### src/rtl/tlk2711_link_ctrl.sv
// TLK2711 transmit-path link sequencer: power-up / lock-reference timing,
// start/stop handshake with the serdes, and static pin control.
module tlk2711_link_ctrl #(
  parameter int unsigned PWRUP_CYCLES = 8000,
  parameter int unsigned LOCK_CYCLES  = 4000,
  parameter int unsigned STOP_TIMEOUT = 1024,
  parameter int unsigned RESTART_GAP  = 16,
  parameter int unsigned CNT_W        = 16
) (
  input  logic       clk,
  input  logic       arst_n,
  input  logic       cmd_valid,
  output logic       cmd_ready,
  input  logic [1:0] cmd_op,
  input  logic [1:0] cmd_mode,
  input  logic       err_clr,
  output logic       o_start,
  output logic [1:0] o_mode,
  output logic       o_stop,
  input  logic       i_stop_ack,
  output logic       o_enable,
  output logic       o_lckrefn,
  output logic       o_loopen,
  output logic       o_prbsen,
  output logic       o_testen,
  output logic       link_ready,
  output logic       running,
  output logic       err_timeout,
  output logic       err_illegal,
  output logic [2:0] state_o
);

  typedef enum logic [2:0] {
    S_OFF   = 3'd0,
    S_PWRUP = 3'd1,
    S_LOCK  = 3'd2,
    S_IDLE  = 3'd3,
    S_START = 3'd4,
    S_RUN   = 3'd5,
    S_STOP  = 3'd6,
    S_GAP   = 3'd7
  } state_t;

  typedef enum logic [1:0] {
    OP_START = 2'd0,
    OP_STOP  = 2'd1,
    OP_PDOWN = 2'd2,
    OP_PUP   = 2'd3
  } op_t;

  localparam logic [CNT_W-1:0] PWRUP_LAST = CNT_W'(PWRUP_CYCLES - 1);
  localparam logic [CNT_W-1:0] LOCK_LAST  = CNT_W'(LOCK_CYCLES - 1);
  localparam logic [CNT_W-1:0] STOP_LAST  = CNT_W'(STOP_TIMEOUT - 1);
  localparam logic [CNT_W-1:0] GAP_LAST   = CNT_W'((RESTART_GAP == 0) ? 0 : RESTART_GAP - 1);

  state_t           state_q, state_d;
  logic [CNT_W-1:0] cnt_q, cnt_d;
  logic             boot_q;
  logic [1:0]       mode_d;
  logic             accept, ill_set, to_set;

  always_comb begin
    state_d = state_q;
    mode_d  = o_mode;
    ill_set = 1'b0;
    to_set  = 1'b0;
    accept  = cmd_valid & cmd_ready;
    case (state_q)
      S_OFF: begin
        // boot_q gives the automatic power-up after reset; a later POWER_DOWN parks here
        if (boot_q) state_d = S_PWRUP;
        if (accept) begin
          if (op_t'(cmd_op) == OP_PUP) state_d = S_PWRUP;
          else                         ill_set = 1'b1;
        end
      end
      S_PWRUP: if (cnt_q == PWRUP_LAST) state_d = S_LOCK;
      S_LOCK:  if (cnt_q == LOCK_LAST)  state_d = S_IDLE;
      S_IDLE: begin
        if (accept) begin
          case (op_t'(cmd_op))
            OP_START: begin
              state_d = S_START;
              mode_d  = cmd_mode;
            end
            OP_PDOWN: state_d = S_OFF;
            default:  ill_set = 1'b1;
          endcase
        end
      end
      S_START: state_d = S_RUN;
      S_RUN: begin
        if (accept) begin
          if (op_t'(cmd_op) == OP_STOP) state_d = S_STOP;
          else                           ill_set = 1'b1;
        end
      end
      S_STOP: begin
        if (i_stop_ack) begin
          state_d = S_GAP;
        end else if (cnt_q == STOP_LAST) begin
          state_d = S_GAP;
          to_set  = 1'b1;
        end
      end
      S_GAP:   if (cnt_q == GAP_LAST) state_d = S_IDLE;
      default: state_d = S_OFF;
    endcase
    cnt_d = (state_d != state_q) ? '0 : cnt_q + CNT_W'(1);
  end

  // Outputs are registered from the next state so they change together with state_q.
  always_ff @(posedge clk or negedge arst_n) begin
    if (!arst_n) begin
      state_q     <= S_OFF;
      cnt_q       <= '0;
      boot_q      <= 1'b1;
      o_mode      <= '0;
      cmd_ready   <= 1'b0;
      o_start     <= 1'b0;
      o_stop      <= 1'b0;
      o_enable    <= 1'b0;
      o_lckrefn   <= 1'b0;
      o_loopen    <= 1'b0;
      o_prbsen    <= 1'b0;
      link_ready  <= 1'b0;
      running     <= 1'b0;
      err_timeout <= 1'b0;
      err_illegal <= 1'b0;
    end else begin
      state_q     <= state_d;
      cnt_q       <= cnt_d;
      boot_q      <= boot_q & (state_d == S_OFF);
      o_mode      <= mode_d;
      cmd_ready   <= state_d inside {S_OFF, S_IDLE, S_RUN};
      o_start     <= state_d == S_START;
      o_stop      <= state_d == S_STOP;
      o_enable    <= state_d != S_OFF;
      o_lckrefn   <= !(state_d inside {S_OFF, S_PWRUP});
      o_loopen    <= (state_d == S_RUN) && (mode_d == 2'b10);
      o_prbsen    <= (state_d == S_RUN) && (mode_d == 2'b11);
      link_ready  <= state_d inside {S_IDLE, S_START, S_RUN, S_STOP, S_GAP};
      running     <= state_d == S_RUN;
      err_timeout <= to_set  | (err_timeout & ~err_clr);
      err_illegal <= ill_set | (err_illegal & ~err_clr);
    end
  end

  assign o_testen = 1'b0;
  assign state_o  = state_q;

endmodule
### config.mk
export PLATFORM = sky130hd
export DESIGN_NAME = tlk2711_link_ctrl
export DESIGN_NICKNAME = d
export VERILOG_FILES = /design/src/rtl/tlk2711_link_ctrl.sv
export SDC_FILE = /design/constraint.sdc
export NUM_CORES = 1
export LEC_CHECK = 0
export CORE_ASPECT_RATIO = 0.5
export CORE_MARGIN = 1
export CORE_UTILIZATION = 49
export CTS_CLUSTER_SIZE = 12
export DETAILED_ROUTE_END_ITERATION = 8
export GPL_TIMING_DRIVEN = 0
export PLACE_DENSITY = 0.73
export SLEW_MARGIN = 20
export SYNTH_ARGS = -nofsm -noshare
export SYNTH_HDL_FRONTEND = slang
export SYNTH_SLANG_ARGS = --single-unit
### constraint.sdc
create_clock -name clk -period 2.1 [get_ports clk]
set_clock_uncertainty 0.05 [all_clocks]
set_input_delay 0.315 -clock clk [delete_from_list [all_inputs] [get_ports clk]]
set_output_delay 0.315 -clock clk [all_outputs]
set_load 0.02 [all_outputs]
==> impl_metrics.csv <==
group,metric,value,unit
cts,cts_tree,"done",
worst_setup_path,path_max_fanout,5,
yosys,synthesis.nets,197,
global_routing,grt_pass1_wl,6.89,mm
outcome,violations,"negative setup slack",
global_routing,grt_max_degree,25,
worst_setup_path,r2r_start,"cnt_q[12]$_DFF_PN0_",
cts,htree_levels,2,
yosys,yosys_warnings,0,
die,die_area,0.00399,mm^2
pwr,p_per_area,1020,mW/mm^2
cts,cts_made_buffers,5,
cts,cts.sinks,33,
pwr,p_leak,1.03,nW
final_layout,final_nets,247,
worst_setup_path,cp.arrival,2410,ps
final_layout,syn_to_final_growth,38.6,%
die,die_y,45.1,um
timing,slew_violations,0,
yosys,syn_area_per_cell,9.76,um^2
die,io_pins,26,
worst_setup_path,r2r_cells,6,
drt,drtIter0Drc,105,
placed_design,port_buffers,24,
timing,holdWs,383,ps
final_layout,largest_reg_flops,16,
global_routing,track_usage,0.240,
drt,antenna_left,0,
die,core_area,0.00349,mm^2
die,fp-row-count,15,
global_routing,antenna_found_initial,0,
final_layout,final_cells,289,
timing,max_freq,447,MHz
worst_setup_path,worstSetupStartpointType,"flip-flop",
global_routing,grt_pass1_vias,1393,
final_layout,finalInstanceArea,0.00253,mm^2
pwr,total_power,2.59,mW
cts,clkLatencyLatePin,290,ps
cts,cts_buffer_depth,2,
yosys,syn-cell-area,0.00182,mm^2
final_layout,regMostFlops,"cnt_q",
global_routing,grt-ovfl-total,0,
yosys,yosys_most_used_dff,"dfrtp_1",
die,die_w,88.3,um
cts,clock_tree.root_cell,"clkbuf_8",
drt,via_count,1547,
timing,fin_crit_sh,1.07,
flow_run,maxCapViolCount,0,
drt,remaining_drc_errors,0,
worst_setup_path,path_class,"reg2reg",
worst_setup_path,required,2270,ps
pwr,p_sw_frac,0.384,
yosys,ys_seq_elements,33,
hold_path,hp-class,"in2async",
pwr,power_frac_comb,0.438,
final_layout,layout-drive-gt1-share,0.332,
timing,rsz0062_at_grt,"true",
placed_design,gp_congestion,0.901,
timing,finalHoldViolations,0,
pwr,internal-power,1.59,mW
pwr,p_sw,0.994,mW
pwr,clkPwrFrac,0.242,
cts,path_clk_slew,70,ps
placed_design,dp_cells,263,
final_layout,num_antenna_cells,0,
worst_setup_path,r2r_end,"boot_q$_DFF_PN1_",
final_layout,fill_cells,271,
pwr,seqPwrFrac,0.321,
die,start_util,0.523,
worst_setup_path,setup.worst_path.end_class,"flip-flop",
yosys,async_flop_share,1.00,
yosys,synth_cell_types,48,
drt,wl_per_cell,15.2,um
placed_design,pre_cts_ws,-463,ps
yosys,synthCells,187,
pwr,peakVddDrop,0.677,mV
yosys,yosysSeqAreaShare,0.453,
timing,finalCriticalPeriod,2240,ps
timing,setup_viol,23,
drt,routed_via_density,5.35,
placed_design,dpl_cell_area,0.00216,mm^2
worst_setup_path,rrSetupSlack,-140,ps
drt,wirelength,4.39,mm
timing,fin_ws,-138,ps
drt,firstDrtPassIters,4,
outcome,status,"finished, violations left",
placed_design,dp_hpwl,2.85,mm
yosys,synth_edf_count,0,
## cells by family (layout without fill, tap and decap cells)
family	Yosys count	in the layout	share of synthesized area
AO/OA/AOI/OAI	39	39	0.162
XOR/XNOR	14	14	0.0672
adder cells (fa/ha/maj)	1	1	0.00686
buffers and inverters	17	68	0.0528
flip-flops	33	33	0.453
multiplexers	2	2	0.0123
other	1	1	0.00206
AND/OR/NAND/NOR	80	80	0.243
## power by group through the flow
stage	sequential (mW)	clock (mW)	combinational [mW]
floorplan	0.860	0	0.613
global placement	0.808	0	0.937
detailed placement	0.809	0	0.953
CTS	0.797	0.631	1.07
global route	0.845	0.660	1.22
finish	0.831	0.626	1.13
## critical path, stage by stage (launching register included)
cell and delay [ps]:
dfrtp_1 420, or4_4 550, or3_4 360, o31ai_4 270, and2b_4 250, nand4_4 130
nor2_2 140
## what timing repair did
action	4_1_cts	5_1_grt
hold buffers	1	0
gates resized for setup	9	21
pin swaps	9	8
buffers inserted	9	8
endpoints found under the hold margin	9	0
cloned	1	0
setup endpoints to repair	28	26
## per-layer routing
metal	routed length [um]	vias up	track usage
met4	40	0	0.0774
met1	2040	741	0.324
met5	0	-	0
li1	-	751	-
met3	279	4	0.0676
met2	2040	51	0.378
## cell usage in the layout, fill, tap and decap left out, drive strengths merged, types with 3 or more instances in the layout
cell type	instances
clkdlybuf4s50	23
xor2	6
clkbuf	8
nand2b	4
or3	3
nand4	5
nor3	6
nand2	28
nor2	10
inv	9
buf	26
o22ai	3
xnor2	8
a21oi	18
nand3	9
dfrtp	32
nor4	4
o21ai	7
## cell type report
| type | instances | area, um^2 | share of cell area |
|---|---|---|---|
| multi-input cells | 137 | 977 | 0.386 |
| plain buffers | 7 | 67.6 | 0.0267 |
| flip-flops and latches | 33 | 835 | 0.330 |
| well taps | 51 | 63.8 | 0.0252 |
| inverters | 9 | 33.8 | 0.0134 |
| clock buffers | 7 | 86.3 | 0.0341 |
| repair buffers | 44 | 435 | 0.172 |
| clock inverters | 1 | 30.0 | 0.0119 |
## Yosys cell counts (2+ instances only)
master,count,area (um^2)
nand4_1,4,25.0
nor4_1,3,18.8
or4_4,2,22.5
o21a_1,2,15.0
or3_1,2,12.5
dfrtp_1,32,801
or2_2,2,12.5
xnor2_1,8,70.1
nor3_1,6,30.0
inv_1,9,33.8
clkbuf_1,3,11.3
xor2_1,6,52.6
nand3_1,9,45.0
buf_4,2,15.0
mux2_2,2,22.5
and3_1,2,12.5
a21oi_1,8,40.0
o22ai_1,3,18.8
nand2_1,28,105
o21ai_0,6,30.0
a21oi_2,10,87.6
nor2_1,9,33.8
nand2b_1,4,25.0
## worst max-delay path by stage
stage / from / end / slack, ps / cells after the start
2_1_floorplan: cnt_q[6]$_DFF_PN0_ / cnt_q[0]$_DFF_PN0_ / -30 / 6
3_3_place_gp: cmd_valid / cnt_q[10]$_DFF_PN0_ / -440 / 8
3_5_place_dp: cmd_valid / cnt_q[10]$_DFF_PN0_ / -460 / 8
4_1_cts: cnt_q[13]$_DFF_PN0_ / cnt_q[1]$_DFF_PN0_ / -230 / 7
5_1_grt: cnt_q[0]$_DFF_PN0_ / cnt_q[10]$_DFF_PN0_ / -200 / 8
6_report: cnt_q[12]$_DFF_PN0_ / boot_q$_DFF_PN1_ / -140 / 6
## metrics by stage
| step | TNS, ps | util |
|---|---|---|
| 3_5_place_dp | -7830 | 0.620 |
| 2_1_floorplan | -306 | - |
| 5_1_grt | -3860 | 0.724 |
| 4_1_cts | -4680 | 0.691 |
| 3_3_place_gp | -7000 | 0.614 |
| 6_report | -2340 | 0.724 |
(Power assumes the default switching activity.)
